==> config.mk <==
export PLATFORM = sky130hd
export DESIGN_NAME = pwm_bank
export DESIGN_NICKNAME = d
export VERILOG_FILES = /design/src/rtl/pwm_bank.sv
export SDC_FILE = /design/constraint.sdc
export NUM_CORES = 1
export LEC_CHECK = 0
export ABC_AREA = 0
export CAP_MARGIN = 10
export CELL_PAD_IN_SITES_DETAIL_PLACEMENT = 1
export CELL_PAD_IN_SITES_GLOBAL_PLACEMENT = 1
export CORE_ASPECT_RATIO = 0.6
export CORE_MARGIN = 2
export CORE_UTILIZATION = 54
export CTS_BUF_LIST = sky130_fd_sc_hd__clkbuf_16
export DETAILED_ROUTE_END_ITERATION = 6
export DONT_BUFFER_PORTS = 1
export PLACE_DENSITY_LB_ADDON = 0.1
export SLEW_MARGIN = 25
export SYNTH_ARGS = -nofsm -noshare
export SYNTH_HDL_FRONTEND = slang
export SYNTH_SLANG_ARGS = --single-unit
==> constraint.sdc <==
create_clock -name clk -period 8.2 [get_ports clk]
set_clock_uncertainty 0.05 [all_clocks]
set_input_delay 1.23 -clock clk [delete_from_list [all_inputs] [get_ports clk]]
set_output_delay 1.23 -clock clk [all_outputs]
set_load 0.01 [all_outputs]
==> src/rtl/pwm_bank.sv <==
// Multi-channel PWM bank: shared prescaler and period counter feeding NUM_CH
// compare channels, with shadowed compare/TOP registers loaded at period boundaries.
module pwm_bank #(
   parameter int NUM_CH = 8,
   parameter int CNT_W  = 10,
   parameter int DIV_W  = 4
) (
   input  logic              clk,
   input  logic              rst,
   input  logic              wr_en,
   input  logic [3:0]        wr_addr,
   input  logic [15:0]       wr_data,
   input  logic              ena,
   output logic [NUM_CH-1:0] pwm_out,
   output logic              period_stb
);

   logic [NUM_CH-1:0][CNT_W-1:0] cmp_pend_q, cmp_pend_d;
   logic [NUM_CH-1:0][CNT_W-1:0] cmp_act_q, cmp_act_d;
   logic [CNT_W-1:0]             top_pend_q, top_pend_d;
   logic [CNT_W-1:0]             top_act_q, top_act_d;
   logic [DIV_W-1:0]             div_q, div_d;
   logic [DIV_W-1:0]             psc_q, psc_d;
   logic [CNT_W-1:0]             cnt_q, cnt_d;
   logic                         dir_dn_q, dir_dn_d;
   logic                         mode_q, mode_d;
   logic [NUM_CH-1:0]            pol_q, pol_d;
   logic [NUM_CH-1:0]            pwm_q, pwm_d;
   logic                         stb_q, stb_d;

   logic             div_wr, top_wr, ctrl_wr, tick, boundary;
   logic [CNT_W-1:0] cnt_nxt;
   logic             dir_dn_nxt;

   always_comb begin
      div_wr  = wr_en && (wr_addr == 4'd8);
      top_wr  = wr_en && (wr_addr == 4'd9);
      ctrl_wr = wr_en && (wr_addr == 4'd10);

      cmp_pend_d = cmp_pend_q;
      for (int ch = 0; ch < NUM_CH; ch++)
         if (wr_en && (wr_addr == 4'(ch)))
            cmp_pend_d[ch] = wr_data[CNT_W-1:0];
      top_pend_d = top_wr  ? wr_data[CNT_W-1:0]  : top_pend_q;
      div_d      = div_wr  ? wr_data[DIV_W-1:0]  : div_q;
      mode_d     = ctrl_wr ? wr_data[15]         : mode_q;
      pol_d      = ctrl_wr ? wr_data[NUM_CH-1:0] : pol_q;

      tick  = ena && (psc_q == div_q);
      psc_d = (!ena || div_wr || tick) ? '0 : psc_q + 1'b1;

      // Next count on a tick; direction flips back to up whenever 0 is reached.
      cnt_nxt    = cnt_q;
      dir_dn_nxt = dir_dn_q;
      if (!mode_q) begin
         cnt_nxt = (cnt_q >= top_act_q) ? '0 : cnt_q + 1'b1;
      end else if (top_act_q == '0) begin
         cnt_nxt = '0;
      end else if (!dir_dn_q && (cnt_q < top_act_q)) begin
         cnt_nxt = cnt_q + 1'b1;
      end else begin
         cnt_nxt    = (cnt_q == '0) ? '0 : cnt_q - 1'b1;
         dir_dn_nxt = 1'b1;
      end
      if (cnt_nxt == '0) dir_dn_nxt = 1'b0;

      cnt_d     = cnt_q;
      dir_dn_d  = dir_dn_q;
      cmp_act_d = cmp_act_q;
      top_act_d = top_act_q;
      boundary  = 1'b0;
      if (!ena) begin
         cnt_d     = '0;
         dir_dn_d  = 1'b0;
         cmp_act_d = cmp_pend_q;
         top_act_d = top_pend_q;
      end else if (ctrl_wr) begin
         cnt_d    = '0;
         dir_dn_d = 1'b0;
      end else if (tick) begin
         cnt_d    = cnt_nxt;
         dir_dn_d = dir_dn_nxt;
         boundary = (cnt_nxt == '0);
         if (boundary) begin
            cmp_act_d = cmp_pend_q;
            top_act_d = top_pend_q;
         end
      end

      for (int ch = 0; ch < NUM_CH; ch++)
         pwm_d[ch] = ena ? ((cnt_q < cmp_act_q[ch]) ^ pol_q[ch]) : pol_q[ch];
      stb_d = boundary;
   end

   always_ff @(posedge clk) begin
      if (rst) begin
         cmp_pend_q <= '0;
         cmp_act_q  <= '0;
         top_pend_q <= '1;
         top_act_q  <= '1;
         div_q      <= '0;
         psc_q      <= '0;
         cnt_q      <= '0;
         dir_dn_q   <= 1'b0;
         mode_q     <= 1'b0;
         pol_q      <= '0;
         pwm_q      <= '0;
         stb_q      <= 1'b0;
      end else begin
         cmp_pend_q <= cmp_pend_d;
         cmp_act_q  <= cmp_act_d;
         top_pend_q <= top_pend_d;
         top_act_q  <= top_act_d;
         div_q      <= div_d;
         psc_q      <= psc_d;
         cnt_q      <= cnt_d;
         dir_dn_q   <= dir_dn_d;
         mode_q     <= mode_d;
         pol_q      <= pol_d;
         pwm_q      <= pwm_d;
         stb_q      <= stb_d;
      end
   end

   assign pwm_out    = pwm_q;
   assign period_stb = stb_q;

endmodule
==> results_dict.tcl, run 1 <==
set metrics [dict create \
    critical_path_peak_fanout 69 \
    finalHoldViolCount 0 \
    post_synthesis_instance_area_mm2 0.0107 \
    chipHeight_um 113 \
    cts-resized-gates 0 \
    min_delay_path_depth 1 \
    worst_slew_pin_slew_ns 1.05 \
    power.share.switching_pct 23.2 \
    synth_async_sr_flop_share_pct 0 \
    first_pass_grt_wire_length_um 46100 \
    seq_power_share_pct 49.0 \
    ys.warnings.count 0 \
    gp_congestion 0.893 \
    clock-sinks 217 \
    pwr_density_cell_mw_per_mm2 192 \
    grt_antenna_before_repair 0 \
    route.detailed.drc 0 \
    floorplan.initialDensity_pct 55.7 \
    port_buffers 0 \
    synth_to_final_area_change_pct 7.33 \
    drt-total-wl_um 29400 \
    final_critical_path_setup_slack_ns 3.10 \
    synth_enable_flop_cells 0 \
    result_of_the_run "completed" \
    timing.max_cap.violations 0 \
    max_transition_viols_final 0 \
    first_global_vias 8219 \
    cts_post_setup_buffers_inserted 0 \
    startpoint_type "flip-flop" \
    critical_path.reg2reg.startpoint "cnt_q[8]" \
    critPathRequiredTime_ns 8.53 \
    share_clk_of_total_power_pct 44.9 \
    tritoncts "yes" \
    grt_use_total_pct 28.5 \
    aggregate_global_routing_overflow 0 \
    antenna_cells 0 \
    ys_types 55 \
    regToRegEndpoint "cmp_act_q[7]" \
    cts_htree_levels 1 \
    final-setup-viol-count 0 \
    worst-setup-path-type "reg -> reg" \
    core_mm2 0.0192 \
    synth_sequential_area_ratio_pct 40.6 \
    yosys_register_bits 217 \
    hold_start "psc_q[0]" \
    cts_buffer_depth 3 \
    syn_nets 1267 \
    leakagePower_nw 4.94 \
    clock_latency_reported_for_the_late_side_of_the_worst_skew_pair_ns 0.51 \
    holdCritPathClass "reg -> reg" \
    postSynthCellCount 1158 \
    synth-main-ff-cell "sky130_fd_sc_hd__dfxtp_1" \
    clkTransAtPathRegs_ns 0.06 \
    avgSynthCellArea_um2 9.25 \
    endpoint_kind "flip-flop" \
    ant_nets 0 \
    final_common_cell "sky130_fd_sc_hd__dfxtp_1" \
    layout-drive-gt1-share_pct 5.85 \
    die_w_um 186 \
    hold_end "psc_q[0]" \
    place_hpwl_um 18300 \
    timing.reg2reg.worst_path_depth 10 \
    drt_pre_antenna_iters 5 \
    peak_supply_drop_mv 0.128 \
    routed_via_density 5.72 \
    timing.slew.headroom_pct 29.1 \
    critical_path_arrival_ns 5.43 \
    rsz0062_at_grt "no" \
    most-common-layout-cells "sky130_fd_sc_hd__dfxtp_1, sky130_fd_sc_hd__nor2_1, sky130_fd_sc_hd__mux2i_1" \
    dp.cells 1372 \
    power_report.internal_total_w 0.00169 \
    layoutNonFillerInstCount 1412 \
    timing.final.crit_share_pct 62.2 \
    finalSetupTns_ns 0 \
    netSwitchingPower_w 0.000511 \
    combPwrFrac_pct 6.1 \
    ctsHoldBuffers 0 \
    cts-buffers-inserted 22 \
    fmax_mhz 196 \
    ctsRootBufferMaster "sky130_fd_sc_hd__clkbuf_16" \
    num_io_pins 33 \
    period_minus_slack_ns 5.10 \
    grt_max_degree 193 \
    wl_per_cell_um 20.8 \
    net_count_reported_at_finish 1240 \
    routed-via-count 8074 \
    initial_detailed_routing_violation_count 549 \
    placementRows 39 \
    pre_cts_setup_slack_ns 2.86 \
    setup.reg_to_reg.worst_slack_ns 3.10 \
    dieArea_mm2 0.0210 \
]
-- kinds of logic (layout without fill, tap and decap cells) --
group                      Yosys count  in the layout  synth area share, %
and+or+nand+nor                    368            368                 15.6
DFF                                217            217                 40.6
muxes                              195            195                 18.3
AOI/OAI and AO/OA                  120            120                 7.33
buffers and inverters              157            145                 6.95
xor gates and xnor gates            16             16                 1.31
adders and majority gates           85             85                 9.93
-- worst max-delay path, stage by stage, from the launching register on --
cell	delay, ns
sky130_fd_sc_hd__dfxtp_1	0.98
sky130_fd_sc_hd__ha_1	0.26
sky130_fd_sc_hd__nand4_1	0.19
sky130_fd_sc_hd__o211ai_1	0.78
sky130_fd_sc_hd__nor2_1	0.21
sky130_fd_sc_hd__o21ai_0	0.88
sky130_fd_sc_hd__o2111ai_2	0.27
sky130_fd_sc_hd__o21ai_4	0.47
sky130_fd_sc_hd__buf_12	0.49
sky130_fd_sc_hd__mux2i_1	0.25
sky130_fd_sc_hd__nor2_1	0.06
-- Yosys cell counts, drive strengths merged (10+ instances only) --
master	number	share of area, %
inv	91	3.2
clkbuf	46	1.6
ha	85	9.9
nand3b	12	0.84
o211ai	11	0.77
mux2i	186	17
nand3	11	0.51
nor3	23	1.1
a31oi	12	0.76
a21oi	34	1.6
nor2	214	7.5
nand2	42	1.5
nor2b	16	0.93
xnor2	10	0.82
a21o	17	1.2
buf	20	2.2
dfxtp	217	41
nand2b	15	0.88
o21ai	24	1.2
-- worst max path at each step --
stage,from,to,slack [ns],depth (start not counted)
after floorplan,cnt_q[0],cmp_act_q[0],4.98,15
after global placement,cnt_q[9],cmp_act_q[19],3.03,10
after detailed placement,cnt_q[9],cmp_act_q[3],2.86,10
after CTS,cnt_q[9],cmp_act_q[72],2.83,10
after global routing,cnt_q[9],cmp_act_q[18],2.89,10
final,cnt_q[8],cmp_act_q[7],3.10,10
-- power groups by stage --
stage / Clock [W] / Sequential (W) / Combinational, W
floorplan: 0 / 0.00110 / 0.000131
global placement: 0 / 0.00110 / 0.000125
detailed placement: 0 / 0.00110 / 0.000130
CTS: 0.00100 / 0.00108 / 0.000132
global route: 0.00104 / 0.00108 / 0.000147
finish: 0.000989 / 0.00108 / 0.000135
-- routing by layer --
| metal | global-route usage [%] | vias to the layer above | part of all wire (%) |
|---|---|---|---|
| li1 | - | 3858 | - |
| met1 | 40.1 | 3983 | 48 |
| met2 | 45.9 | 182 | 44 |
| met3 | 4.70 | 51 | 5.2 |
| met4 | 6.46 | 0 | 2.3 |
| met5 | 0 | - | 0 |
-- stage by stage --
stage | instance area, um2 | util (%) | hold slack [ns] | power [W]
2_1_floorplan | 10700 | - | 0.390 | 0.00123
3_3_place_gp | 10800 | 56.0 | 0.405 | 0.00123
3_5_place_dp | 10800 | 56.0 | 0.418 | 0.00123
4_1_cts | 11500 | 59.6 | 0.434 | 0.00221
5_1_grt | 11500 | 59.8 | 0.455 | 0.00227
6_report | 11500 | 59.8 | 0.430 | 0.00220
-- flip-flops by register name (all words and copies together), names as in the netlist, 4 cells and up --
name and count:
psc_q 4, top_act_q 10, pwm_out 8, top_pend_q 10, cmp_pend_q 80, pol_q 8
cnt_q 10, div_q 4, cmp_act_q 80
-- final cells by class --
class | count | area, um2
fillers | 2212 | 7730
multi-input cells | 784 | 5640
flip-flops and latches | 217 | 4340
clock buffers | 23 | 576
inverters | 91 | 342
well taps | 266 | 333
repair buffers | 15 | 145
clock inverters | 16 | 115
Power figures use the tool's default switching activity.
==> run 2, diff against run 1 <==
Settings changed: ABC_AREA 0 to 1, CORE_UTILIZATION 54 to 43.
Clock period 8.2 ns to 4.2 ns, I/O delays scaled along.
==> run 2 against run 1 <==
Net effect: non-clock buffer count grew 9; maximum frequency grew 55%; clock-buffer cell count is the same; register-to-register slack lost 2.2 ns; worst hold slack lost 0.30 ns; utilization shrank 13 points; sequential power grew 100%.
==> results_dict.tcl, run 2 <==
set metrics [dict create \
    crit_slowest_cell "sky130_fd_sc_hd__dfxtp_1" \
    netSwitchingPower_w 0.00139 \
    num_io_pins 33 \
    worstPathBufferInverterCount 3 \
    period_minus_slack_ns 3.29 \
    cts-resized-gates 0 \
    ctsRootBufferMaster "sky130_fd_sc_hd__clkbuf_16" \
    core_mm2 0.0262 \
    cts_buffer_depth 3 \
    worst-setup-path-type "reg -> reg" \
    power_report.internal_total_w 0.00354 \
    grt_use_total_pct 26.1 \
    timing.max_cap.violations 0 \
    ys.warnings.count 0 \
    synth_sequential_area_ratio_pct 38.2 \
    wl_per_cell_um 18.4 \
    aggregate_global_routing_overflow 0 \
    power.share.switching_pct 28.2 \
    syn_nets 1689 \
    synth_top_area_cell "sky130_fd_sc_hd__dfxtp_1" \
    clock_latency_reported_for_the_late_side_of_the_worst_skew_pair_ns 0.54 \
    final_critical_path_setup_slack_ns 0.911 \
    rsz0062_at_grt "no" \
    first_global_vias 9897 \
    ant_nets 0 \
    finalHoldViolCount 0 \
    critical_path_peak_fanout 60 \
    placementRows 46 \
    synth_enable_flop_cells 0 \
    crit_chain "inv_1 > ha_1 > nand2_1 > nor2_2 > nand3_1 > nand4_2 > buf_4 > nand2_1 > nand2_1 > nor2_1 > nor2_1 > nand3_1 > nor2_1 > nand3_4 > buf_12 > a21oi_2 > nor2_1" \
    drt_pre_antenna_iters 5 \
    synth_async_sr_flop_share_pct 0 \
    worst_slew_pin_slew_ns 0.994 \
    dieArea_mm2 0.0278 \
    clkTransAtPathRegs_ns 0.06 \
    result_of_the_run "completed" \
    synth_commonest_cells "sky130_fd_sc_hd__nor2_1, sky130_fd_sc_hd__nand2_1, sky130_fd_sc_hd__dfxtp_1" \
    grt_antenna_before_repair 1 \
    combPwrFrac_pct 14.7 \
    cts_post_setup_buffers_inserted 0 \
    timing.critical_path.mode_cell "sky130_fd_sc_hd__nor2_1" \
    post_synthesis_instance_area_mm2 0.0114 \
    cts_htree_levels 1 \
    yosys_register_bits 217 \
    yosys.cell_count.top_type "sky130_fd_sc_hd__nor2_1" \
    critPathRequiredTime_ns 4.56 \
    fmax_mhz 304 \
    drt-total-wl_um 35400 \
    synth_to_final_area_change_pct 8.74 \
    routed-via-count 10100 \
    ctsHoldBuffers 0 \
    routed_via_density 5.26 \
    final-setup-viol-count 0 \
    tritoncts "yes" \
    share_clk_of_total_power_pct 40.6 \
    layout-drive-gt1-share_pct 8.66 \
    route.detailed.drc 0 \
    first_pass_grt_wire_length_um 55900 \
    synth-main-ff-cell "sky130_fd_sc_hd__dfxtp_1" \
    gp_congestion 0.832 \
    initial_detailed_routing_violation_count 673 \
    synth_top_area_share_pct 38.2 \
    die_w_um 214 \
    leakagePower_nw 5.75 \
    floorplan.initialDensity_pct 43.4 \
    pre_cts_setup_slack_ns 0.986 \
    chipHeight_um 130 \
    crit_family "simple AND/OR/NAND/NOR gates" \
    clock-sinks 217 \
    pwr_density_cell_mw_per_mm2 399 \
    endpoint_kind "flip-flop" \
    antenna_cells 0 \
    critical_path_arrival_ns 3.65 \
    netlist_top_cells_area "sky130_fd_sc_hd__dfxtp_1, sky130_fd_sc_hd__ha_1, sky130_fd_sc_hd__nor2_1" \
    grt_max_degree 179 \
    top_regs "cmp_act_q: 80 flops, cmp_pend_q: 80 flops" \
    timing.slew.headroom_pct 33.5 \
    ys_types 34 \
    holdCritPathClass "in -> reg" \
    finalSetupTns_ns 0 \
    cts-buffers-inserted 23 \
    port_buffers 0 \
    startpoint_type "flip-flop" \
    timing.final.crit_share_pct 78.3 \
    most-common-layout-cells "sky130_fd_sc_hd__nor2_1, sky130_fd_sc_hd__nand2_1, sky130_fd_sc_hd__dfxtp_1" \
    max_transition_viols_final 0 \
    peak_supply_drop_mv 0.336 \
    final_common_cell "sky130_fd_sc_hd__nor2_1" \
    seq_power_share_pct 44.6 \
    net_count_reported_at_finish 1650 \
    max_stage_delay_ns 0.33 \
    avgSynthCellArea_um2 7.19 \
    postSynthCellCount 1580 \
    place_hpwl_um 22300 \
]
-- run 2: cell types whose count changed after synthesis, moves of 13 or more --
cell / delta
sky130_fd_sc_hd__a21o_1: -17
sky130_fd_sc_hd__o21ai_0: +83
sky130_fd_sc_hd__nand3_1: +135
sky130_fd_sc_hd__mux2i_1: -186
sky130_fd_sc_hd__buf_1: +13
sky130_fd_sc_hd__nor2_1: +50
sky130_fd_sc_hd__nand2b_1: -15
sky130_fd_sc_hd__nand2_1: +192
sky130_fd_sc_hd__a21oi_1: +56
sky130_fd_sc_hd__inv_1: +100
sky130_fd_sc_hd__nor2b_1: -16
sky130_fd_sc_hd__a21oi_2: +69
-- run 2: metrics by stage --
step | total power [W] | area, um2 | instances | hold WS [ns] | utilization, %
CTS | 0.00499 | 12400 | 1918 | 0.0960 | 47.2
global placement | 0.00293 | 11600 | 1876 | 0.382 | 44.5
finish | 0.00493 | 12400 | 1918 | 0.126 | 47.2
floorplan | 0.00281 | 11400 | 1580 | 0.373 | -
detailed placement | 0.00297 | 11600 | 1876 | 0.386 | 44.5
global route | 0.00518 | 12400 | 1918 | 0.105 | 47.2
-- run 2: worst paths after layout --
check	start	endpoint	slack, ns	cells after the start
worst max register to register	top_act_q[9]	cmp_act_q[30]	0.91	17
worst max-delay path	top_act_q[9]	cmp_act_q[30]	0.91	17
worst min register to register	cmp_pend_q[9]	cmp_pend_q[9]	0.39	2
worst min-delay path	rst	pwm_out[6]	0.13	1
-- run 2: kinds of logic (layout without fill, tap and decap cells) --
| logic type | count (synthesis) | in the layout | share of synthesized area (%) |
|---|---|---|---|
| fa+ha+maj | 85 | 85 | 9.36 |
| simple gates | 672 | 672 | 24.4 |
| flops | 217 | 217 | 38.2 |
| compound gates | 299 | 299 | 16.3 |
| buf+inv | 288 | 266 | 10.3 |
| xor+xnor | 19 | 19 | 1.46 |
-- run 2: layout make-up --
class,instances,area [um2]
inverters,200,753
repair buffers,24,230
multi-input cells,1075,5870
clock inverters,19,136
well taps,360,450
clock buffers,23,576
flip-flops and latches,217,4340
fillers,3310,13800
-- run 2: metal layers --
metal  GRT usage [%]  share of wire (%)  vias up
met1            37.6                 51     4900
met5               0                  0        -
met3            4.19                3.8       43
li1                -                  -     5013
met4            4.49                1.6        0
met2            42.0                 44      129
-- run 2: power by group through the flow --
stage	combinational (W)	clock, W	sequential (W)
floorplan	0.000571	0	0.00224
global route	0.000830	0.00215	0.00221
CTS	0.000728	0.00206	0.00220
finish	0.000725	0.00200	0.00220
global placement	0.000691	0	0.00224
detailed placement	0.000721	0	0.00224
